### src/rtl/conv_weight_streamer_pkg.sv
// Shared conv parameters: conv_3x3 defaults, weight-set sizing helpers and
// the weight-streamer FSM encoding.
package conv_weight_streamer_pkg;

    localparam int CONV_DATA_WIDTH      = 32;
    localparam int CONV_KERNEL          = 3;
    localparam int CONV_CHANNEL_NUM_IN  = 256;
    localparam int CONV_CHANNEL_NUM_OUT = 256;
    localparam int CONV_ADDR_WIDTH      = 20;

    typedef enum logic [1:0] {
        ST_IDLE = 2'd0,
        ST_LOAD = 2'd1,
        ST_WAIT = 2'd2,
        ST_DONE = 2'd3
    } state_t;

    // Words in one output-channel kernel set.
    function automatic int set_size(input int kernel, input int ch_in);
        return kernel * kernel * ch_in;
    endfunction

    // Smallest weight-memory address width that covers every set.
    function automatic int min_addr_width(input int kernel, input int ch_in, input int ch_out);
        return $clog2(set_size(kernel, ch_in) * ch_out);
    endfunction

endpackage

### src/rtl/conv_weight_streamer.sv
// Streams kernel sets from weight memory to the conv engine: the first set on
// start, each later set on a consumer weight_req.
module conv_weight_streamer
    import conv_weight_streamer_pkg::*;
#(
    parameter int DATA_WIDTH      = CONV_DATA_WIDTH,
    parameter int CHANNEL_NUM_IN  = CONV_CHANNEL_NUM_IN,
    parameter int CHANNEL_NUM_OUT = CONV_CHANNEL_NUM_OUT,
    parameter int KERNEL          = CONV_KERNEL,
    parameter int ADDR_WIDTH      = CONV_ADDR_WIDTH
) (
    input  logic                  clk,
    input  logic                  reset,
    input  logic                  start,
    input  logic                  weight_req,
    output logic                  mem_rd_en,
    output logic [ADDR_WIDTH-1:0] mem_addr,
    input  logic [DATA_WIDTH-1:0] mem_rd_data,
    output logic [DATA_WIDTH-1:0] weight_out,
    output logic                  valid_weight_out,
    output logic                  busy,
    output logic                  done
);

    localparam int SET_SIZE = set_size(KERNEL, CHANNEL_NUM_IN);
    localparam int WORD_W   = $clog2(SET_SIZE + 1);
    localparam int SET_W    = $clog2(CHANNEL_NUM_OUT + 1);

    localparam logic [WORD_W-1:0] LAST_WORD = WORD_W'(SET_SIZE - 1);
    localparam logic [SET_W-1:0]  LAST_SET  = SET_W'(CHANNEL_NUM_OUT - 1);

    state_t            state;
    state_t            state_next;
    logic [WORD_W-1:0] word_idx;
    logic [SET_W-1:0]  set_idx;
    logic              pending;
    logic              rd_en_q;
    logic              last_word;

    assign last_word = (word_idx == LAST_WORD);

    always_ff @(posedge clk or negedge reset) begin
        if (!reset) state <= ST_IDLE;
        else        state <= state_next;
    end

    always_comb begin
        // NOTE: every output of this block gets a default first so no path infers a latch.
        state_next = state;
        mem_rd_en  = 1'b0;
        busy       = 1'b1;
        done       = 1'b0;
        case (state)
            ST_IDLE: begin
                busy = 1'b0;
                if (start) state_next = ST_LOAD;
            end
            ST_LOAD: begin
                mem_rd_en = 1'b1;
                if (last_word) state_next = (set_idx == LAST_SET) ? ST_DONE : ST_WAIT;
            end
            ST_WAIT: begin
                if (pending || weight_req) state_next = ST_LOAD;
            end
            ST_DONE: begin
                done       = 1'b1;
                state_next = ST_IDLE;
            end
            default: state_next = ST_IDLE;
        endcase
    end

    // Addresses are contiguous across sets, so a single running address
    // tracks set_idx*SET_SIZE + word_idx without a multiplier.
    always_ff @(posedge clk or negedge reset) begin
        if (!reset) begin
            word_idx <= '0;
            set_idx  <= '0;
            mem_addr <= '0;
        end else if (state == ST_LOAD) begin
            if (last_word) begin
                word_idx <= '0;
                if (set_idx == LAST_SET) begin
                    set_idx  <= '0;
                    mem_addr <= '0;
                end else begin
                    set_idx  <= set_idx + SET_W'(1);
                    mem_addr <= mem_addr + ADDR_WIDTH'(1);
                end
            end else begin
                word_idx <= word_idx + WORD_W'(1);
                mem_addr <= mem_addr + ADDR_WIDTH'(1);
            end
        end
    end

    // One-deep request memory; a request still pending at the end of the
    // download is discarded so it cannot leak into the next one.
    always_ff @(posedge clk or negedge reset) begin
        if (!reset) begin
            pending <= 1'b0;
        end else if ((state == ST_WAIT && state_next == ST_LOAD) || state == ST_DONE) begin
            pending <= 1'b0;
        end else if (state == ST_LOAD && weight_req) begin
            pending <= 1'b1;
        end
    end

    // Read data returns the cycle after the strobe; the strobe is delayed
    // alongside it so valid_weight_out lines up with the registered word.
    always_ff @(posedge clk or negedge reset) begin
        if (!reset) begin
            rd_en_q          <= 1'b0;
            valid_weight_out <= 1'b0;
            weight_out       <= '0;
        end else begin
            rd_en_q          <= mem_rd_en;
            valid_weight_out <= rd_en_q;
            if (rd_en_q) weight_out <= mem_rd_data;
        end
    end

endmodule

### config.mk
export PLATFORM = sky130hd
export DESIGN_NAME = conv_weight_streamer
export DESIGN_NICKNAME = d
export VERILOG_FILES = /design/src/rtl/conv_weight_streamer_pkg.sv /design/src/rtl/conv_weight_streamer.sv
export SDC_FILE = /design/constraint.sdc
export NUM_CORES = 1
export LEC_CHECK = 0
export CAP_MARGIN = 0
export CORE_ASPECT_RATIO = 0.6
export CORE_UTILIZATION = 45
export CTS_CLUSTER_SIZE = 25
export DETAILED_ROUTE_END_ITERATION = 6
export PLACE_DENSITY = 0.85
export SLEW_MARGIN = 20
export SYNTH_ARGS = -nofsm -noshare
export SYNTH_HDL_FRONTEND = slang
export SYNTH_SLANG_ARGS = --single-unit
### constraint.sdc
create_clock -name clk -period 3.9 [get_ports clk]
set_input_delay 0.39 -clock clk [delete_from_list [all_inputs] [get_ports clk]]
set_output_delay 0.39 -clock clk [all_outputs]
set_load 0.01 [all_outputs]
Yosys cells after proc, flatten, opt, wreduce, memory -nomap -nowiden. Index checks and enable logic that the tools add are counted.

Add/sub/neg operators: 3. Multipliers: 0. Div/mod/pow operators: 0. Magnitude comparators: 0. Equality and inequality tests: 6. Shift-type cells: 0. Multiplexer cells: 14. Bitwise gates (word level): 0. Reduce and logical (&&, ||, !) cells: 7.

Operators with widths (count): 20-bit two-way mux (2); 20-bit by 1-bit adder with 20-bit output, second input constant (1); 12-bit by 1-bit adder with 12-bit output, second input constant (1); 12-bit == test, second input constant (1); 12-bit two-way mux (1); 9-bit by 1-bit adder with 9-bit output, second input constant (1); 9-bit by 8-bit == test with 1-bit output, second input constant (1); 9-bit two-way mux (1); 2-bit one-hot mux with 4 select lines (1); 1-bit two-way mux (6); 2-bit two-way mux (3); 2-bit by 1-bit == test with 1-bit output, second input constant (2); 2-bit == test, second input constant (2); 1-bit logical AND (2); 2-bit zero test (1); 1-bit logical OR (2); 2-bit AND reduction (1); 2-bit nonzero test (1).

Register bits: 78. Bits in latches: 0. Memory bits (writable): 0. Memory bits (read-only): 0. Input bits: 36. Output and inout bits: 56. Logic and storage cells: 38. Memories: 0.

Logic depth before layout (Yosys ltp). Gate-level depths: netlist of the first run.

Word-level depth: 8. Depth in mapped cells: 6. Depth with buffers taken out: 5.

Least setup slack after synthesis of the first run. Ideal clock, no wire load.

Kind: register -> register. Start point: reg word_idx[8]. End point: reg set_idx[6]. Setup time: 0.123 ns. Arrival time: 1.472 ns. Data required time: 3.777 ns. Slack: 2.306 ns. Stages on the path, launching flop included: 5. Path buffers: 0. Clock period less this slack: 1.594 ns. Cell sequence: dfrtp_1 nor4b_4 nand4_2 or3_1 xnor2_1.

Longest elaborated chain between the ends: 2.

Ends and longest elaborated chain: start, declared (RTL line conv_weight_streamer.sv:34) `logic [WORD_W-1:0] word_idx;`; start signal, assigned (RTL line conv_weight_streamer.sv:91) `word_idx <= word_idx + WORD_W'(1);`; 12-bit == test (RTL line conv_weight_streamer.sv:40) `assign last_word = (word_idx == LAST_WORD);`; 2-bit AND reduction (no source line); end signal, assigned (RTL line conv_weight_streamer.sv:87) `set_idx <= set_idx + SET_W'(1);`; end, declared (RTL line conv_weight_streamer.sv:35) `logic [SET_W-1:0] set_idx;`.

Every way passes these cells. A chain may end at the register's enable or synchronous reset.

Worst setup path after layout of the first run.
Start point: reg state[1]. End point: out mem_rd_en.

Longest elaborated chain between the ends: 2.

Ends and longest elaborated chain: start, declared (RTL line conv_weight_streamer.sv:32) `state_t state;`; start signal, assigned (RTL line conv_weight_streamer.sv:44) `else state <= state_next;`; 2-bit by 1-bit == test with 1-bit output (RTL line conv_weight_streamer.sv:53) `case (state)`; 1-bit two-way mux (RTL line conv_weight_streamer.sv:53); end, declared (RTL line conv_weight_streamer.sv:16) `output logic mem_rd_en,`.

Every way passes these cells.

==> results.py, run 1 <==
metrics = {
    "status": {
        "status": "finished clean",
    },
    "grt": {
        "antenna_found_initial": 0,
        "grt_pass1_vias": 2697,
        "grt_first_pass_wirelength_um": 13300,
        "track_usage_pct": 21.0,
        "grt_max_degree": 79,
        "grt_overflow_total": 0,
    },
    "synthesis": {
        "yosysMostFrequentCell": "dfrtp_1",
        "synth.area.top_cells": "dfrtp_1 55%, mux2_2 11%, nand2_1 3.4%",
        "yosys_warnings": 0,
        "avgSynthCellArea_um2": 11.5,
        "synth-main-ff-cell": "dfrtp_1",
        "synth_top_family_by_area": "simple AND/OR/NAND/NOR gates",
        "synth_top_area_share_pct": 55.3,
        "syn_inst": 306,
        "synth-edff-count": 0,
        "synth.distinct_cells": 44,
        "syn-num-nets": 345,
        "muxShareOfSynthArea_pct": 11.1,
        "netlist_area_um2": 3530,
        "ys_seq_area_share_pct": 55.3,
        "synth_compound_area_share_pct": 7.94,
        "async_flop_share_pct": 100,
        "synthAdderAreaFrac_pct": 1.06,
        "synthSimpleGateAreaFrac_pct": 18.5,
        "yosys.area_share.xor_xnor_pct": 3.97,
        "synth.top_cells.by_count": "78 x dfrtp_1, 33 x mux2_2, 32 x nand2_1",
        "ys_ff_latch": 78,
        "synth_top_area_cell": "dfrtp_1",
    },
    "clock_tree": {
        "ctsHtreeMaxLevel": 3,
        "clk_latency_ps": 330,
        "clk_path_buf_depth": 2,
        "hold_buffers": 0,
        "cts_root_buf": "clkbuf_16",
        "clock-sinks": 78,
        "path_clk_slew_ps": 60,
        "cts_resized": 0,
        "cts_tree": "yes",
        "cts_inserted_buffers": 9,
        "post_cts_buffers": 0,
    },
    "sta": {
        "hold_viol_final": 0,
        "tightest_slew_ps": 955,
        "fmax_ghz": 0.386,
        "slew_viol_final": 0,
        "maxSlewHeadroom_pct": 36.3,
        "finalCritPeriodShare_pct": 66.5,
        "tns_ps": 0,
        "period_needed_ps": 2590,
        "setup_viol": 0,
        "rsz0062_at_grt": "no",
        "skew_ps": 6.45,
    },
    "setup_path": {
        "crit_cells": 3,
        "rrSetupSlack_ps": 1710,
        "cpLargestDelayFamily": "buffers and inverters",
        "crit_fanout": 15,
        "path_cells": "nand2b_1, inv_2, clkdlybuf4s50_1",
        "reg2reg_from": "state[1]$_DFF_PN0_",
        "rr_worst_depth": 5,
        "required_ps": 3510,
        "slowest_delay_ps": 610,
        "crit_path_top_delay_cell": "clkdlybuf4s50_1",
        "critical_path_class": "reg -> out",
        "cp.buffers_inverters": 2,
        "endpoint_kind": "output pin",
        "cp.arrival_ps": 2200,
        "reg2reg_to": "mem_addr[5]$_DFFE_PN0P_",
        "start_kind": "register",
    },
    "pwr": {
        "power_density_nw_per_um2": 507,
        "peakVddDrop_v": 0.000307,
        "p_leak_uw": 0.00202,
    },
    "finish": {
        "final_area_um2": 4840,
        "area_growth_pct": 37.1,
        "nNetsFinal": 437,
        "layout-drive-gt1-share_pct": 14.6,
        "diodes": 0,
        "stdcell_count": 507,
    },
    "routing": {
        "wl_um": 7920,
        "drt-initial-drc-count": 160,
        "num_vias": 2765,
        "vias_per_cell": 5.45,
        "wl_per_cell_um": 15.6,
        "dr.pass1.iters": 4,
        "drc_errors": 0,
        "ant_nets": 0,
    },
    "placed_design": {
        "place_area_um2": 4520,
        "portBuffers": 91,
        "dp.cells": 491,
        "place_hpwl_um": 5430,
        "gp_congestion": 0.852,
    },
    "floorplan": {
        "die_w_um": 116,
        "core.rowCount": 24,
        "ios": 92,
        "start_util_pct": 47.6,
        "die_y_um": 70.6,
        "die-area_um2": 8210,
        "coreArea_um2": 7420,
    },
    "worst_hold_path": {
        "hold_class": "in -> async",
    },
    "flow_run": {
        "maxCapViolations": 0,
    },
}
final cells by class:
cell class,count,area (um2)
clock buffer,10,229
clock inverter,6,92.6
fill,583,2580
inverter,5,18.8
multi-input combinational,212,1500
sequential,78,1950
tap,104,130
timing repair buffer,92,916
power by group:
part	total, uW	switching (uW)	leakage [uW]	internal, uW
clock	898	332	0.000155	566
sequential	1050	125	0.000969	925
combinational	505	226	0.000893	279
per-stage QoR:
step	setup slack [ps]	hold WS, ps	utilization, %	power [uW]
6_report	1310	208	65.3	2450
5_1_grt	1170	282	65.3	2580
4_1_cts	1290	244	65.3	2470
3_5_place_dp	1670	460	60.9	1560
3_3_place_gp	1780	461	60.9	1550
2_1_floorplan	2310	94.4	-	1290
worst max path at each step:
stage	start	to
after floorplan	word_idx[8]$_DFFE_PN0P_	set_idx[6]$_DFFE_PN0P_
after global placement	state[1]$_DFF_PN0_	mem_rd_en
after detailed placement	state[1]$_DFF_PN0_	mem_rd_en
after CTS	state[1]$_DFF_PN0_	mem_rd_en
after global routing	state[1]$_DFF_PN0_	mem_rd_en
final	state[1]$_DFF_PN0_	mem_rd_en
kinds of logic (layout without fill, tap and decap cells):
| family | after synthesis | in the layout |
|---|---|---|
| compound gates | 43 | 43 |
| xor+xnor | 16 | 16 |
| simple gates | 115 | 115 |
| buf+inv | 16 | 113 |
| fa+ha+maj | 3 | 3 |
| mux | 35 | 35 |
| flops | 78 | 78 |
placed cells by master (no fill, tap or decap), types with 2 or more instances in the layout:
cell type and instances:
o31ai_1 4, nand4_2 2, mux2_2 33, a21oi_1 9, dfrtp_1 78, or3_1 7
clkdlybuf4s50_1 90, o21ai_0 11, xor2_1 10, nand4_1 11, nand2_1 32, nor2b_1 2
o311ai_0 3, bufinv_16 2, o211ai_1 6, clkbuf_16 9, buf_4 2, and4_1 5
nand2b_1 2, inv_1 4, xnor2_1 6, o221ai_1 3, o2111ai_1 2, ha_1 3
and3_1 7, or4_1 3, mux2i_1 2, o22ai_1 2, nor2_1 14, and4b_1 2
and2_1 5, nand3_1 17
metal layers:
| metal | share of wire (%) | global-route usage [%] |
|---|---|---|
| met2 | 43 | 31.4 |
| met4 | 0.67 | 6.55 |
| met5 | 0 | 0 |
| met3 | 8.2 | 6.43 |
| met1 | 49 | 29.4 |
state kept, by name (all words and copies together) (netlist names):
register,cells
rd_en_q,1
set_idx,9
weight_out,32
state,2
valid_weight_out,1
word_idx,12
mem_addr,20
pending,1
Note: power is estimated with default switching activity, not from simulation.
==> run 2: changes to the inputs <==
CORE_UTILIZATION = 44   (was 45)
PLACE_DENSITY = 0.86   (was 0.85)
clock period = 2.3 ns   (was 3.9 ns; I/O delays follow)
==> results.py, run 2 (synthesized netlist as in run 1, its figures left out) <==
metrics = {
    "pwr": {
        "p_leak_uw": 0.00203,
        "seqPwrFrac_pct": 44.6,
        "power_frac_comb_pct": 21.5,
        "switchingPower_uw": 1150,
        "power_density_nw_per_um2": 828,
        "peakVddDrop_v": 0.000442,
        "clkPwrFrac_pct": 33.9,
        "swShare_pct": 28.5,
        "intPower_uw": 2880,
    },
    "clock_tree": {
        "clk_path_buf_depth": 2,
        "ctsHtreeMaxLevel": 3,
        "post_cts_buffers": 0,
        "clock-sinks": 78,
        "path_clk_slew_ps": 60,
        "clk_latency_ps": 340,
        "cts_root_buf": "clkbuf_16",
        "cts_tree": "yes",
        "cts_inserted_buffers": 9,
    },
    "sta": {
        "tns_ps": 0,
        "finalCritPeriodShare_pct": 89.4,
        "fmax_ghz": 0.486,
        "skew_ps": 7.47,
        "setup_viol": 0,
        "tightest_slew_ps": 474,
        "whs_ps": 375,
        "period_needed_ps": 2060,
        "slew_viol_final": 0,
        "rsz0062_at_grt": "no",
        "hold_viol_final": 0,
        "maxSlewHeadroom_pct": 68.3,
    },
    "setup_path": {
        "required_ps": 2070,
        "crit_path_top_delay_cell": "clkdlybuf4s50_1",
        "reg2reg_from": "word_idx[8]$_DFFE_PN0P_",
        "cp.arrival_ps": 1830,
        "rr_worst_depth": 4,
        "slowest_delay_ps": 610,
        "worstSetupEndpoint": "mem_rd_en",
        "endpoint_kind": "output pin",
        "rrSetupSlack_ps": 260,
        "crit_fanout": 15,
        "start_kind": "register",
        "path_cells": "nand2b_1, inv_2, clkdlybuf4s50_1",
        "critical_path_class": "reg -> out",
        "reg2reg_to": "mem_addr[4]$_DFFE_PN0P_",
        "startpoint": "state[1]$_DFF_PN0_",
    },
    "grt": {
        "grt_first_pass_wirelength_um": 14000,
        "grt_overflow_total": 0,
        "grt.busiest_layer": "met2",
        "track_usage_pct": 21.5,
        "antenna_found_initial": 0,
        "met2_usage_pct": 31.9,
        "gr-usage-met3_pct": 6.61,
        "grt_max_degree": 36,
        "grt_pass1_vias": 2671,
        "met1_usage_pct": 30.8,
    },
    "floorplan": {
        "start_util_pct": 47.0,
        "core.rowCount": 24,
        "coreArea_um2": 7510,
        "die_w_um": 118,
        "ios": 92,
        "die_y_um": 71.4,
        "die-area_um2": 8400,
    },
    "finish": {
        "area_growth_pct": 37.8,
        "num-fill-cells": 559,
        "register_area_um2": 1950,
        "final_cell_mix": "90 x clkdlybuf4s50_1, 78 x dfrtp_1, 33 x mux2_2",
        "top_regs": "weight_out x32, mem_addr x20, word_idx x12",
        "multi_input_area_um2": 1500,
        "diodes": 0,
        "nNetsFinal": 444,
        "top_register": "weight_out",
        "layout-drive-gt1-share_pct": 15.9,
        "layout_commonest_cell": "clkdlybuf4s50_1",
        "largest_reg_flops": 32,
    },
    "routing": {
        "drc_errors": 0,
        "vias_per_cell": 5.46,
        "ant_nets": 0,
        "dr.pass1.iters": 4,
        "wl_per_cell_um": 16.3,
        "num_vias": 2803,
        "drt-initial-drc-count": 210,
        "wl_um": 8370,
    },
    "placed_design": {
        "place_hpwl_um": 5860,
        "gp_congestion": 0.872,
        "portBuffers": 91,
    },
    "worst_hold_path": {
        "hold_class": "in -> async",
    },
    "flow_run": {
        "maxCapViolations": 0,
    },
    "status": {
        "status": "finished clean",
    },
}
[run 2: what timing repair did]
item / in CTS / in global routing
endpoints found under the hold margin: 32 / 0
gates resized for setup: 0 / 0
endpoints found under the setup margin: 0 / 0
hold buffers: 1 / 0
[run 2: worst min path at each step]
stage / endpoint / start / depth (start not counted)
CTS: weight_out[17]$_DFFE_PN0P_ / reset / 2
finish: weight_out[17]$_DFFE_PN0P_ / reset / 2
floorplan: mem_addr[0]$_DFFE_PN0P_ / reset / 0
global route: weight_out[17]$_DFFE_PN0P_ / reset / 2
global placement: weight_out[17]$_DFFE_PN0P_ / reset / 1
detailed placement: weight_out[17]$_DFFE_PN0P_ / reset / 1
[run 2: layout make-up]
cell class                 count  share of cell area, %
inverter                       5                  0.386
multi-input combinational    212                   30.9
sequential                    78                   40.1
timing repair buffer          99                   20.0
clock buffer                   9                   4.63
tap                          104                   2.68
clock inverter                 6                   1.31
[run 2: power groups by stage]
stage / Clock (uW) / Sequential [uW] / Combinational, uW
after floorplan: 0 / 1810 / 378
after global placement: 0 / 1800 / 836
after detailed placement: 0 / 1810 / 861
after CTS: 1400 / 1790 / 874
after global routing: 1460 / 1830 / 946
final: 1360 / 1800 / 868
[run 2: critical path, delay by kind of cell, from the launching register on]
family | cells | cell delay, ps
DFF | 1 | 440
buffers and inverters | 2 | 850
and+or+nand+nor | 1 | 200
[run 2: metrics by stage]
stage | area, um2 | worst slack, ps | power (uW) | cells | utilization [%]
after global placement | 4560 | 466 | 2630 | 497 | 60.8
after global routing | 4860 | 63.2 | 4240 | 513 | 64.8
after detailed placement | 4560 | 333 | 2670 | 497 | 60.8
after CTS | 4860 | 245 | 4060 | 513 | 64.8
final | 4860 | 243 | 4030 | 513 | 64.8
after floorplan | 3530 | 706 | 2190 | 306 | -
[run 2: metal layers]
layer  vias to the layer above  wire, um
li1                       1315         -
met1                      1349      4010
met2                       133      3670
met3                         6       667
met4                         0        17
met5                         -         0
